File: config.mk
export PLATFORM = sky130hd
export DESIGN_NAME = cache_snoop_responder_flat
export DESIGN_NICKNAME = d
export VERILOG_FILES = /design/src/rtl/cache_snoop_responder_if.sv /design/src/rtl/cache_snoop_responder.sv /design/src/flat_wrapper.sv
export SDC_FILE = /design/constraint.sdc
export NUM_CORES = 1
export LEC_CHECK = 0
export ABC_AREA = 1
export CAP_MARGIN = 10
export CORE_ASPECT_RATIO = 0.8
export CORE_MARGIN = 3
export CORE_UTILIZATION = 28
export DETAILED_ROUTE_END_ITERATION = 7
export GPL_TIMING_DRIVEN = 0
export HOLD_SLACK_MARGIN = 0.1
export PLACE_DENSITY = 0.6
export REMOVE_ABC_BUFFERS = 1
export SLEW_MARGIN = 20
export SYNTH_ARGS = -nofsm -noshare
export SYNTH_HDL_FRONTEND = slang
export SYNTH_SLANG_ARGS = --single-unit
File: constraint.sdc
create_clock -name clk -period 1.78 [get_ports clk]
set_clock_uncertainty 0.15 [all_clocks]
set_input_delay 0.356 -clock clk [delete_from_list [all_inputs] [get_ports clk]]
set_output_delay 0.356 -clock clk [all_outputs]
set_load 0.02 [all_outputs]
File: src/rtl/cache_snoop_responder_if.sv
// Snoop bus seen by the responder: the op request channel from the bus and
// the 2-bit snoop result returned to it.
//
// Handshake: an op transfers on a rising clk edge where snp_valid && snp_ready.
// The bus holds snp_valid/snp_op/snp_addr stable until that edge. The
// responder raises snp_ready only while idle and never stores a second op.
// c_valid is a single-cycle strobe qualifying C_out and has no back-pressure.
interface cache_snoop_responder_if #(
    parameter int ADDR_W = 32
) ();
    logic              snp_valid;
    logic [2:0]        snp_op;
    logic [ADDR_W-1:0] snp_addr;
    logic              snp_ready;
    logic [1:0]        C_out;
    logic              c_valid;

    // Bus side: other agents issuing ops and observing the snoop result.
    modport master (
        output snp_valid, snp_op, snp_addr,
        input  snp_ready, C_out, c_valid
    );

    // Responder side.
    modport slave (
        input  snp_valid, snp_op, snp_addr,
        output snp_ready, C_out, c_valid
    );
endinterface

File: src/rtl/cache_snoop_responder.sv
// Snoop agent for the L2: accepts a bus op, looks up the local line,
// returns HIT/HITM/NOHIT, writes back a modified line when another agent
// reads it, then tells the MESI FSM which snoop event occurred.
module cache_snoop_responder #(
    parameter int ADDR_W = 32,
    parameter int TO_W   = 8
) (
    input  logic                   clk,
    input  logic                   rstb,
    cache_snoop_responder_if.slave bus,
    output logic                   lookup_req,
    output logic [ADDR_W-1:0]      lookup_addr,
    input  logic                   lookup_hit,
    input  logic [1:0]             lookup_state,
    output logic                   flush_req,
    output logic [ADDR_W-1:0]      flush_addr,
    input  logic                   flush_ack,
    output logic [2:0]             nmsg_out,
    output logic                   nmsg_valid,
    output logic                   flush_err,
    output logic                   busy,
    output logic [2:0]             dbg_state_o
);
    // Bus op encodings
    localparam logic [2:0] OP_NULL  = 3'd0;
    localparam logic [2:0] OP_READ  = 3'd1;
    localparam logic [2:0] OP_WRITE = 3'd2;
    localparam logic [2:0] OP_INV   = 3'd3;
    localparam logic [2:0] OP_RWIM  = 3'd4;
    // MESI line states
    localparam logic [1:0] MESI_I = 2'd0;
    localparam logic [1:0] MESI_S = 2'd1;
    localparam logic [1:0] MESI_E = 2'd2;
    localparam logic [1:0] MESI_M = 2'd3;
    // Snoop result encodings
    localparam logic [1:0] C_HIT   = 2'b00;
    localparam logic [1:0] C_HITM  = 2'b01;
    localparam logic [1:0] C_NOHIT = 2'b10;
    // Messages to the MESI FSM (0 = none sent yet)
    localparam logic [2:0] N_NONE      = 3'd0;
    localparam logic [2:0] N_READ_REQ  = 3'd1;
    localparam logic [2:0] N_WRITE_REQ = 3'd2;
    localparam logic [2:0] N_READ_W_M  = 3'd3;
    localparam logic [2:0] N_INV_CMD   = 3'd4;
    // Timeout fires in the FLUSH cycle where the counter steps onto all-ones
    localparam logic [TO_W-1:0] TO_LAST = {{(TO_W-1){1'b1}}, 1'b0};
    localparam logic [TO_W-1:0] TO_ONE  = {{(TO_W-1){1'b0}}, 1'b1};

    typedef enum logic [2:0] {
        S_IDLE   = 3'd0,
        S_LOOKUP = 3'd1,
        S_RESP   = 3'd2,
        S_FLUSH  = 3'd3,
        S_NOTIFY = 3'd4
    } state_e;

    state_e            state_q, state_d;
    logic [2:0]        op_q, op_d;
    logic [ADDR_W-1:0] addr_q, addr_d;
    logic [TO_W-1:0]   to_q, to_d;
    logic [1:0]        c_out_q, c_out_d;
    logic [2:0]        nmsg_q, nmsg_d;
    logic              err_q, err_d;
    logic              op_ok;
    logic [1:0]        resp_c;
    logic [2:0]        msg_c;

    // Decode the lookup result and the message implied by the captured op
    always_comb begin
        op_ok = (bus.snp_op == OP_READ) || (bus.snp_op == OP_WRITE) ||
                (bus.snp_op == OP_INV)  || (bus.snp_op == OP_RWIM);
        resp_c = C_NOHIT;
        if (lookup_hit) begin
            case (lookup_state)
                MESI_S, MESI_E: resp_c = C_HIT;
                MESI_M:         resp_c = C_HITM;
                default:        resp_c = C_NOHIT;
            endcase
        end
        case (op_q)
            OP_READ:  msg_c = N_READ_REQ;
            OP_RWIM:  msg_c = N_READ_W_M;
            OP_WRITE: msg_c = N_WRITE_REQ;
            OP_INV:   msg_c = N_INV_CMD;
            default:  msg_c = N_NONE;
        endcase
    end

    // State and datapath registers; reset aborts any operation in flight
    always_ff @(posedge clk or negedge rstb) begin
        if (!rstb) begin
            state_q <= S_IDLE;
            op_q    <= OP_NULL;
            addr_q  <= '0;
            to_q    <= '0;
            c_out_q <= C_NOHIT;
            nmsg_q  <= N_NONE;
            err_q   <= 1'b0;
        end else begin
            state_q <= state_d;
            op_q    <= op_d;
            addr_q  <= addr_d;
            to_q    <= to_d;
            c_out_q <= c_out_d;
            nmsg_q  <= nmsg_d;
            err_q   <= err_d;
        end
    end

    // Next-state logic; a flush ack beats a timeout in the same cycle
    always_comb begin
        state_d = state_q;
        op_d    = op_q;
        addr_d  = addr_q;
        to_d    = to_q;
        c_out_d = c_out_q;
        nmsg_d  = nmsg_q;
        err_d   = err_q;
        case (state_q)
            S_IDLE: begin
                if (bus.snp_valid && op_ok) begin
                    op_d    = bus.snp_op;
                    addr_d  = bus.snp_addr;
                    state_d = S_LOOKUP;
                end
            end
            S_LOOKUP: state_d = S_RESP;
            S_RESP: begin
                c_out_d = resp_c;
                if (resp_c == C_HITM && (op_q == OP_READ || op_q == OP_RWIM)) begin
                    to_d    = '0;
                    state_d = S_FLUSH;
                end else if (lookup_hit && lookup_state != MESI_I) begin
                    nmsg_d  = msg_c;
                    state_d = S_NOTIFY;
                end else begin
                    state_d = S_IDLE;
                end
            end
            S_FLUSH: begin
                to_d = to_q + TO_ONE;
                if (flush_ack) begin
                    nmsg_d  = msg_c;
                    state_d = S_NOTIFY;
                end else if (to_q == TO_LAST) begin
                    err_d   = 1'b1;
                    nmsg_d  = msg_c;
                    state_d = S_NOTIFY;
                end
            end
            S_NOTIFY: state_d = S_IDLE;
            default:  state_d = S_IDLE;
        endcase
    end

    // Outputs decoded from state; C_out shows the live result while in RESP
    // so it lines up with c_valid, and the held result otherwise
    always_comb begin
        bus.snp_ready = (state_q == S_IDLE);
        busy          = (state_q != S_IDLE);
        lookup_req    = (state_q == S_LOOKUP);
        bus.c_valid   = (state_q == S_RESP);
        bus.C_out     = (state_q == S_RESP) ? resp_c : c_out_q;
        flush_req     = (state_q == S_FLUSH);
        nmsg_valid    = (state_q == S_NOTIFY);
        lookup_addr   = addr_q;
        flush_addr    = addr_q;
        nmsg_out      = nmsg_q;
        flush_err     = err_q;
        dbg_state_o   = state_q;
    end
endmodule

File: src/flat_wrapper.sv
// flat-port wrapper written by rule: the top's interface ports become plain ports
module cache_snoop_responder_flat 
#(
    parameter int ADDR_W = 32,
    parameter int TO_W   = 8
)
  (clk, rstb, lookup_req, lookup_addr, lookup_hit, lookup_state, flush_req, flush_addr, flush_ack, nmsg_out, nmsg_valid, flush_err, busy, dbg_state_o, bus_snp_valid, bus_snp_op, bus_snp_addr, bus_snp_ready, bus_C_out, bus_c_valid);
  cache_snoop_responder_if #(.ADDR_W(ADDR_W)) bus_i ();
  input  logic clk;
  input  logic rstb;
  output logic lookup_req;
  output logic [ADDR_W-1:0] lookup_addr;
  input  logic lookup_hit;
  input  logic [1:0] lookup_state;
  output logic flush_req;
  output logic [ADDR_W-1:0] flush_addr;
  input  logic flush_ack;
  output logic [2:0] nmsg_out;
  output logic nmsg_valid;
  output logic flush_err;
  output logic busy;
  output logic [2:0] dbg_state_o;
  input wire logic [$bits(bus_i.snp_valid)-1:0] bus_snp_valid;
  input wire logic [$bits(bus_i.snp_op)-1:0] bus_snp_op;
  input wire logic [$bits(bus_i.snp_addr)-1:0] bus_snp_addr;
  output wire logic [$bits(bus_i.snp_ready)-1:0] bus_snp_ready;
  output wire logic [$bits(bus_i.C_out)-1:0] bus_C_out;
  output wire logic [$bits(bus_i.c_valid)-1:0] bus_c_valid;
  assign bus_i.snp_valid = bus_snp_valid;
  assign bus_i.snp_op = bus_snp_op;
  assign bus_i.snp_addr = bus_snp_addr;
  assign bus_snp_ready = bus_i.snp_ready;
  assign bus_C_out = bus_i.C_out;
  assign bus_c_valid = bus_i.c_valid;
  cache_snoop_responder #(.ADDR_W(ADDR_W), .TO_W(TO_W)) u_core (.clk(clk), .rstb(rstb), .bus(bus_i), .lookup_req(lookup_req), .lookup_addr(lookup_addr), .lookup_hit(lookup_hit), .lookup_state(lookup_state), .flush_req(flush_req), .flush_addr(flush_addr), .flush_ack(flush_ack), .nmsg_out(nmsg_out), .nmsg_valid(nmsg_valid), .flush_err(flush_err), .busy(busy), .dbg_state_o(dbg_state_o));
endmodule
==> reports/results.tsv, run 1 <==
metric	value	unit
result of the run	complete, no violations	
Worst Hold Class	register to register	
Core Area	0.009231	mm2
crit path launch type	register	
CP most frequent cell	nand2_1	
CP Class	register to primary output	
worst ir drop on vdd	0.7245	mV
crit path time final	1.779	ns
leakage power	2.236	nW
die area	0.01086	mm2
Fmax achieved	0.5621	GHz
DR pass1 iterations	4	
Max Cap Viol	0	
# port buffers	120	
Die Span X	115.7	um
Mapped Cells	299	
starting density of the core	29.22	%
Final Wtd Congestion	0.7708	
multiplexer share of the synthesized area	0	%
Mapped Avg Cell Area	9.022	um2
critical path's top delay family	flip-flops	
compound-cell area share of the yosys netlist	13.40	%
Mapped Area	0.002698	mm2
CP Cell Sequence	inv_2, nand2_1, nor2_2, nand2_1, nand2_2, buf_6	
CP arrival	1.27	ns
first-pass GRT wire length	11340	um
largest family of logic cells by synthesized area	buffers and inverters	
ANT cells	0	
CTS max path bufs	2	
Final period util	99.94	%
Final HPWL DP	4395	um
detailed-route via count	2213	
# IOs	121	
post-route ant nets	0	
Die Height	93.79	um
Worst Path Max Fanout	4	
GRT Residual Overflow	0	
critical path buffer and inverter count	2	
Setup TNS	0	ns
most frequent cells in the layout	62 x dlygate4sd2_1, 61 x nand2_1, 49 x dfrtp_1	
final WL	7140	um
clock latency at the later pin of the worst-skew pair	0.29	ns
YS warnings	0	
most common cell after layout, fill and taps aside	dlygate4sd2_1	
share of layout cells above drive strength 1	22.00	%
number of global-route vias before repair	2292	
top cells by area, synth	dfrtp_1 47%, buf_4 9.2%, nand2_1 9.2%	
clk slew on worst S/H paths	0.07	ns
Unique masters post-synth	31	
Yosys reg bits	52	
Slew headroom	55.09	%
vias per cell	4.223	
most area-hungry cell type in the Yosys netlist	dfrtp_1	
Slew @ Worst Pin	0.6737	ns
adder-cell share of the synthesized area	0.9276	%
# H-tree levels	2	
top cell type's share of synthesized area	47.31	%
Clock Tree Root	clkbuf_16	
Hold Vio Cnt, Final	0	
register area share after synthesis	48.28	%
Crit. End Element	primary output	
CP max-delay cell	dfrtp_2	
fin. max-slew vios	0	
largest net degree at the start of global routing	53	
unrepaired setup endpoints after global routing	true	
pwr dens	1735	mW/mm2
count of final setup violators	0	
Synth Area in Simple Gates	18.32	%
Avg WL per Cell	13.63	um
drt initial violations	90	
CTS tree	yes	
Worst Path Required	1.27	ns
CTS sink cnt	52	
Syn-to-layout area delta	51.48	%
Nets	452	
CTS Buf Count	5	
row cnt	31	
post-route cell area	0.004086	mm2
initial antenna violation count	0	
Critical Path Max Stage Delay	0.44	ns
global-route total usage across every layer	13.13	%
synthesized-area fraction occupied by xor and xnor cells	0.3247	%
DP Area	0.003722	mm2
# DRC	0	
-- flip-flops by register name (all words and copies together), names as in the netlist --
register,count
u_core.c_out_q,2
u_core.dbg_state_o,3
u_core.flush_addr,32
u_core.flush_err,1
u_core.nmsg_out,3
u_core.op_q,3
u_core.to_q,8
-- repair_timing --
item / CTS / global route
hold endpoints to repair: 51 / 0
cloned: 3 / 0
setup endpoints to repair: 104 / 20
setup buffers: 14 / 3
hold buffers: 1 / 0
resized for setup: 113 / 21
pin swaps: 8 / 5
-- final cells by class --
class                   count  area (um2)
flip-flops and latches     52        1305
well taps                 115       143.9
inverters                  50       187.7
fillers                   952        5145
repair buffers            138        1311
multi-input cells         161       992.2
clock buffers               8       146.4
-- through the flow --
| stage | power [mW] | std cells | hold WS, ns | util [%] | worst slack, ns |
|---|---|---|---|---|---|
| floorplan | 4.247 | 260 | -0.08959 | - | -0.3745 |
| global placement | 6.210 | 495 | 0.3102 | 40.35 | -1.482 |
| detailed placement | 6.264 | 495 | 0.2991 | 40.32 | -0.8625 |
| CTS | 7.104 | 521 | 0.3243 | 43.52 | -0.06329 |
| global route | 7.600 | 524 | 0.3541 | 44.27 | -0.07987 |
| finish | 7.092 | 524 | 0.3139 | 44.27 | 0.001046 |
-- path summary, 6_finish.rpt --
| check | from | end | slack, ns | cells past startpoint |
|---|---|---|---|---|
| worst max-delay path | u_core.dbg_state_o[0] | bus_C_out[0] | 0.001 | 6 |
| worst min-delay path | u_core.flush_err | u_core.flush_err | 0.31 | 1 |
| worst max register to register | u_core.dbg_state_o[0] | u_core.op_q[1] | 0.12 | 8 |
| worst min register to register | u_core.flush_err | u_core.flush_err | 0.31 | 1 |
| max in group asynchronous | rstb | u_core.dbg_state_o[2] | 0.49 | 2 |
| min in group asynchronous | rstb | u_core.to_q[4] | 0.52 | 2 |
-- cells in the mapped netlist --
| cell type | n |
|---|---|
| o21ai_1 | 24 |
| nand2_4 | 3 |
| or2_2 | 1 |
| nand4_1 | 1 |
| dfstp_2 | 1 |
| o22ai_2 | 1 |
| clkbuf_8 | 1 |
| inv_1 | 47 |
| nor2_2 | 1 |
| nand3_2 | 1 |
| nand4_4 | 1 |
| o21ai_2 | 19 |
| nand3b_1 | 1 |
| nand3_1 | 7 |
| nand2_1 | 66 |
| inv_2 | 3 |
| nor3_2 | 1 |
| a31o_2 | 1 |
| o211ai_1 | 1 |
| nand2_2 | 3 |
| nor2_1 | 11 |
| nor3_1 | 1 |
| buf_4 | 33 |
| dfrtp_1 | 51 |
| a21oi_1 | 2 |
| o21ai_0 | 2 |
| nor2_4 | 4 |
| ha_1 | 2 |
| xnor2_1 | 1 |
| buf_6 | 5 |
| a21oi_2 | 3 |
-- report_power, final --
| group | switching, mW | internal (mW) | total (mW) | leakage (nW) |
|---|---|---|---|---|
| logic | 2.34 | 1.64 | 3.98 | 1.52 |
| clock network | 0.417 | 0.562 | 0.979 | 0.0712 |
| registers | 0.406 | 1.73 | 2.13 | 0.645 |
-- per-layer routing --
layer / GRT usage, % / vias to the layer above / share of wire (%) / wire [um]
met4: 2.609 / 0 / 0.63 / 45
met3: 3.542 / 5 / 5.7 / 404
met2: 21.34 / 74 / 46 / 3318
li1: - / 1119 / - / -
met5: 0 / - / 0 / 0
met1: 17.68 / 1015 / 47 / 3372
-- cell families after synthesis --
family | Yosys count
AO/OA/AOI/OAI | 53
XOR/XNOR | 1
adder cells (fa/ha/maj) | 2
buffers and inverters | 89
flip-flops | 52
AND/OR/NAND/NOR | 102
(Power assumes the default switching activity.)
==> run 2, diff against run 1 <==
--- a/config.mk
+++ b/config.mk
@@ -9,11 +9,13 @@
 export CAP_MARGIN = 10
 export CORE_ASPECT_RATIO = 0.8
 export CORE_MARGIN = 3
-export CORE_UTILIZATION = 28
+export CORE_UTILIZATION = 42
 export DETAILED_ROUTE_END_ITERATION = 7
+export GPL_ROUTABILITY_DRIVEN = 0
 export GPL_TIMING_DRIVEN = 0
 export HOLD_SLACK_MARGIN = 0.1
-export PLACE_DENSITY = 0.6
+export PLACE_DENSITY = 0.83
+export RECOVER_POWER = 100
 export REMOVE_ABC_BUFFERS = 1
 export SLEW_MARGIN = 20
 export SYNTH_ARGS = -nofsm -noshare
==> reports/results.tsv, run 2 (synthesis results as in run 1) <==
metric	value	unit
result of the run	complete, but fails checks	
failing checks	negative setup slack	
die area	0.007426	mm2
count of final setup violators	3	
global-route total usage across every layer	19.10	%
Core Area	0.006068	mm2
Seq pwr share	30.9	%
Fmax achieved	0.5384	GHz
detailed-route via count	2284	
most frequent cells in the layout	70 x dlygate4sd2_1, 61 x nand2_1, 48 x dfrtp_1	
DR pass1 iterations	4	
Crit. End Element	primary output	
Cell Int Power	3.775	mW
Syn-to-layout area delta	49.17	%
# H-tree levels	2	
first-pass GRT wire length	11250	um
most common cell after layout, fill and taps aside	dlygate4sd2_1	
final worst slack	-0.07732	ns
# DRC	0	
Worst Path Max Fanout	2	
sw frac	45.74	%
pwr dens	1729	mW/mm2
largest net degree at the start of global routing	53	
unrepaired setup endpoints after global routing	true	
GRT Residual Overflow	0	
post-route ant nets	0	
# port buffers	120	
row cnt	25	
max reg flops	32	
Final period util	104.3	%
CTS tree	yes	
WHS	0.3305	ns
CTS sink cnt	52	
worst ir drop on vdd	0.8262	mV
CP Class	input pin to primary output	
Gate power share	59.5	%
leakage power	2.126	nW
Clock Tree Root	clkbuf_8	
Worst Path Required	1.27	ns
CTS max path bufs	2	
clk slew on worst S/H paths	0.08	ns
Die Height	77.68	um
Avg WL per Cell	13.79	um
# IOs	121	
fin. max-slew vios	0	
Final HPWL DP	4289	um
net switching power figure	3.182	mW
ANT cells	0	
CP arrival	1.35	ns
Hold Vio Cnt, Final	0	
final WL	6838	um
Clock Power Share	9.6	%
initial antenna violation count	0	
drt initial violations	35	
crit path time final	1.857	ns
number of global-route vias before repair	2360	
Setup TNS	-0.1770	ns
Max Cap Viol	0	
Fillers	518	
Nets	458	
share of layout cells above drive strength 1	23.86	%
Slew @ Worst Pin	0.6523	ns
Worst Hold Class	register to register	
Die Span X	95.60	um
vias per cell	4.605	
starting density of the core	44.45	%
Slew headroom	56.51	%
clock latency at the later pin of the worst-skew pair	0.30	ns
crit path launch type	input pin	
CTS Buf Count	5	
-- run 2: routing by layer --
layer  global-route usage (%)  vias up  wire [um]
met1                    23.97     1067       2872
met2                    33.45       74       3513
li1                         -     1136          -
met3                    4.360        7        389
met4                    3.835        0         62
met5                        0        -          0
-- run 2: path summary, 6_finish.rpt --
path | from | to | slack, ns | cells after the start
setup / recovery | lookup_state[1] | bus_C_out[1] | -0.08 | 5
hold / removal | u_core.c_out_q[1] | u_core.c_out_q[1] | 0.33 | 2
setup reg to reg | u_core.dbg_state_o[1] | u_core.op_q[0] | 0.06 | 9
hold reg to reg | u_core.c_out_q[1] | u_core.c_out_q[1] | 0.33 | 2
max in group asynchronous | rstb | u_core.dbg_state_o[1] | 0.54 | 2
min in group asynchronous | rstb | u_core.c_out_q[0] | 0.48 | 2
-- run 2: critical path, stage by stage --
cell	delay, ns
clkdlybuf4s50_1	0.43
o21ai_1	0.26
nand2_4	0.09
nand2_2	0.09
buf_6	0.12
-- run 2: power by group through the flow --
stage / clock (mW) / combinational (mW) / sequential [mW]
CTS: 0.702 / 3.93 / 2.15
detailed placement: 0 / 4.08 / 2.19
global route: 0.755 / 4.46 / 2.24
global placement: 0 / 4.01 / 2.17
finish: 0.671 / 4.14 / 2.15
floorplan: 0 / 1.22 / 3.03
-- run 2: repair_timing --
action,4_1_cts,5_1_grt
hold buffers,1,0
gates cloned,3,0
endpoints found under the hold margin,51,0
pin swaps,10,5
endpoints found under the setup margin,114,34
resized for setup,125,18
setup buffers,15,8
-- run 2: cell type report --
type	instances	area, um2	area share, %
Clock buffer	8	90.09	2.239
Tap cell	81	101.3	2.519
Sequential cell	52	1306	32.46
Multi-Input combinational cell	161	993.5	24.69
Timing Repair Buffer	144	1345	33.43
Inverter	50	187.7	4.664
-- run 2: metrics by stage --
step	instance area (um2)	std cells	setup WS (ns)	utilization [%]	total power [mW]
after detailed placement	3680	461	-0.8239	60.64	6.277
after floorplan	2380	260	-0.3745	-	4.247
after CTS	3901	488	-0.1899	64.29	6.775
after global placement	3682	461	-1.313	60.68	6.174
after global routing	4024	496	-0.1291	66.31	7.457
final	4024	496	-0.07732	66.31	6.958
==> run 3, diff against run 2 <==
--- a/config.mk
+++ b/config.mk
@@ -14,7 +14,7 @@
 export GPL_ROUTABILITY_DRIVEN = 0
 export GPL_TIMING_DRIVEN = 0
 export HOLD_SLACK_MARGIN = 0.1
-export PLACE_DENSITY = 0.83
+export PLACE_DENSITY = 0.85
 export RECOVER_POWER = 100
 export REMOVE_ABC_BUFFERS = 1
 export SLEW_MARGIN = 20
==> reports/results.tsv, run 3 (synthesis results as in run 1) <==
metric	value	unit
worst ir drop on vdd	0.8464	mV
max reg flops	32	
CTS Buf Count	5	
first-pass GRT wire length	10550	um
unrepaired setup endpoints after global routing	true	
largest net degree at the start of global routing	53	
Worst Path Required	1.27	ns
clk slew on worst S/H paths	0.09	ns
count of final setup violators	3	
Nets	450	
Fillers	550	
most frequent cells in the layout	70 x dlygate4sd2_1, 61 x nand2_1, 48 x dfrtp_1	
result of the run	complete, but fails checks	
row cnt	25	
Hold Vio Cnt, Final	0	
CTS tree	yes	
drt initial violations	72	
post-route ant nets	0	
GRT Residual Overflow	0	
Placed Cells	461	
path depth of the worst reg2reg path	8	
post-route cell area	0.003924	mm2
Max Cap Viol	0	
final worst slack	-0.07384	ns
Clock Tree Root	clkbuf_8	
CP Class	register to primary output	
Avg WL per Cell	13.40	um
# IOs	121	
initial antenna violation count	0	
# DRC	0	
fin. max-slew vios	0	
most common cell after layout, fill and taps aside	dlygate4sd2_1	
vias per cell	4.607	
detailed-route via count	2248	
failing checks	negative setup slack	
Final period util	104.1	%
CTS sink cnt	52	
hold path depth	1	
Syn-to-layout area delta	45.45	%
final WL	6538	um
global-route total usage across every layer	17.83	%
ANT cells	0	
Setup TNS	-0.1433	ns
# port buffers	120	
Layout Cells excl Fill	488	
pwr dens	1719	mW/mm2
DR pass1 iterations	4	
Core Area	0.006068	mm2
CP arrival	1.35	ns
Crit. End Element	primary output	
DP Area	0.003680	mm2
Die Span X	95.60	um
share of layout cells above drive strength 1	21.87	%
Fmax achieved	0.5394	GHz
crit path launch type	register	
crit path time final	1.854	ns
# H-tree levels	2	
CTS max path bufs	2	
starting density of the core	44.45	%
Die Height	77.68	um
Final HPWL DP	4321	um
WHS	0.3215	ns
clock latency at the later pin of the worst-skew pair	0.29	ns
number of global-route vias before repair	2199	
Worst Hold Class	register to register	
Slew @ Worst Pin	0.6475	ns
die area	0.007426	mm2
leakage power	2.084	nW
Slew headroom	56.83	%
Worst Path Max Fanout	4	
==> run 3: layout make-up <==
cell class / instances / area (um2) / area share (%)
sequential: 52 / 1306 / 33.29
timing repair buffer: 136 / 1245 / 31.73
multi-input combinational: 161 / 993.5 / 25.32
inverter: 50 / 187.7 / 4.783
tap: 81 / 101.3 / 2.583
clock buffer: 8 / 90.09 / 2.296
==> run 3: critical path, stage by stage, from the launching register on <==
cell and delay (ns):
dfrtp_2 0.44, inv_2 0.08, nand2_4 0.05, nor2_4 0.17, inv_2 0.07, nand2_2 0.06
nand2_2 0.06, buf_6 0.13
==> run 3: where the power goes <==
group | total [mW] | switching [mW] | internal (mW)
registers | 2.15 | 0.420 | 1.73
logic | 3.92 | 2.35 | 1.57
clock network | 0.681 | 0.363 | 0.318
total | 6.75 | 3.13 | 3.62
==> run 3: through the flow <==
stage          setup WS, ns  total power [mW]  utilization [%]
5_1_grt             -0.1458             7.194            64.66
4_1_cts             -0.1993             6.603            62.91
3_5_place_dp        -0.8175             6.275            60.64
6_report           -0.07384             6.747            64.66
2_1_floorplan       -0.3745             4.247                -
3_3_place_gp         -1.351             6.168            60.68
==> run 3: path summary, 6_finish.rpt <==
| path | slack (ns) | endpoint | from |
|---|---|---|---|
| max | -0.07 | bus_C_out[0] | u_core.dbg_state_o[2] |
| min | 0.32 | u_core.flush_err | u_core.flush_err |
| max reg2reg | 0.07 | u_core.op_q[0] | u_core.dbg_state_o[0] |
| min reg2reg | 0.32 | u_core.flush_err | u_core.flush_err |
| max in group asynchronous | 0.54 | u_core.dbg_state_o[1] | rstb |
| min in group asynchronous | 0.48 | u_core.c_out_q[0] | rstb |
==> run 3: layer usage <==
metal  vias to the layer above  wire length [um]  global-route usage [%]
li1                       1118                 -                       -
met1                      1054              2790                   23.38
met2                        74              3266                   29.42
met3                         2               457                   5.039
met4                         0                24                   3.551
met5                         -                 0                       0
==> run 3: repair_timing <==
action,4_1_cts,5_1_grt
hold endpoints to repair,51,0
buffers inserted,8,7
cloned,3,0
gates resized for setup,111,18
endpoints found under the setup margin,113,41
pin swaps,4,5
hold buffers,1,0
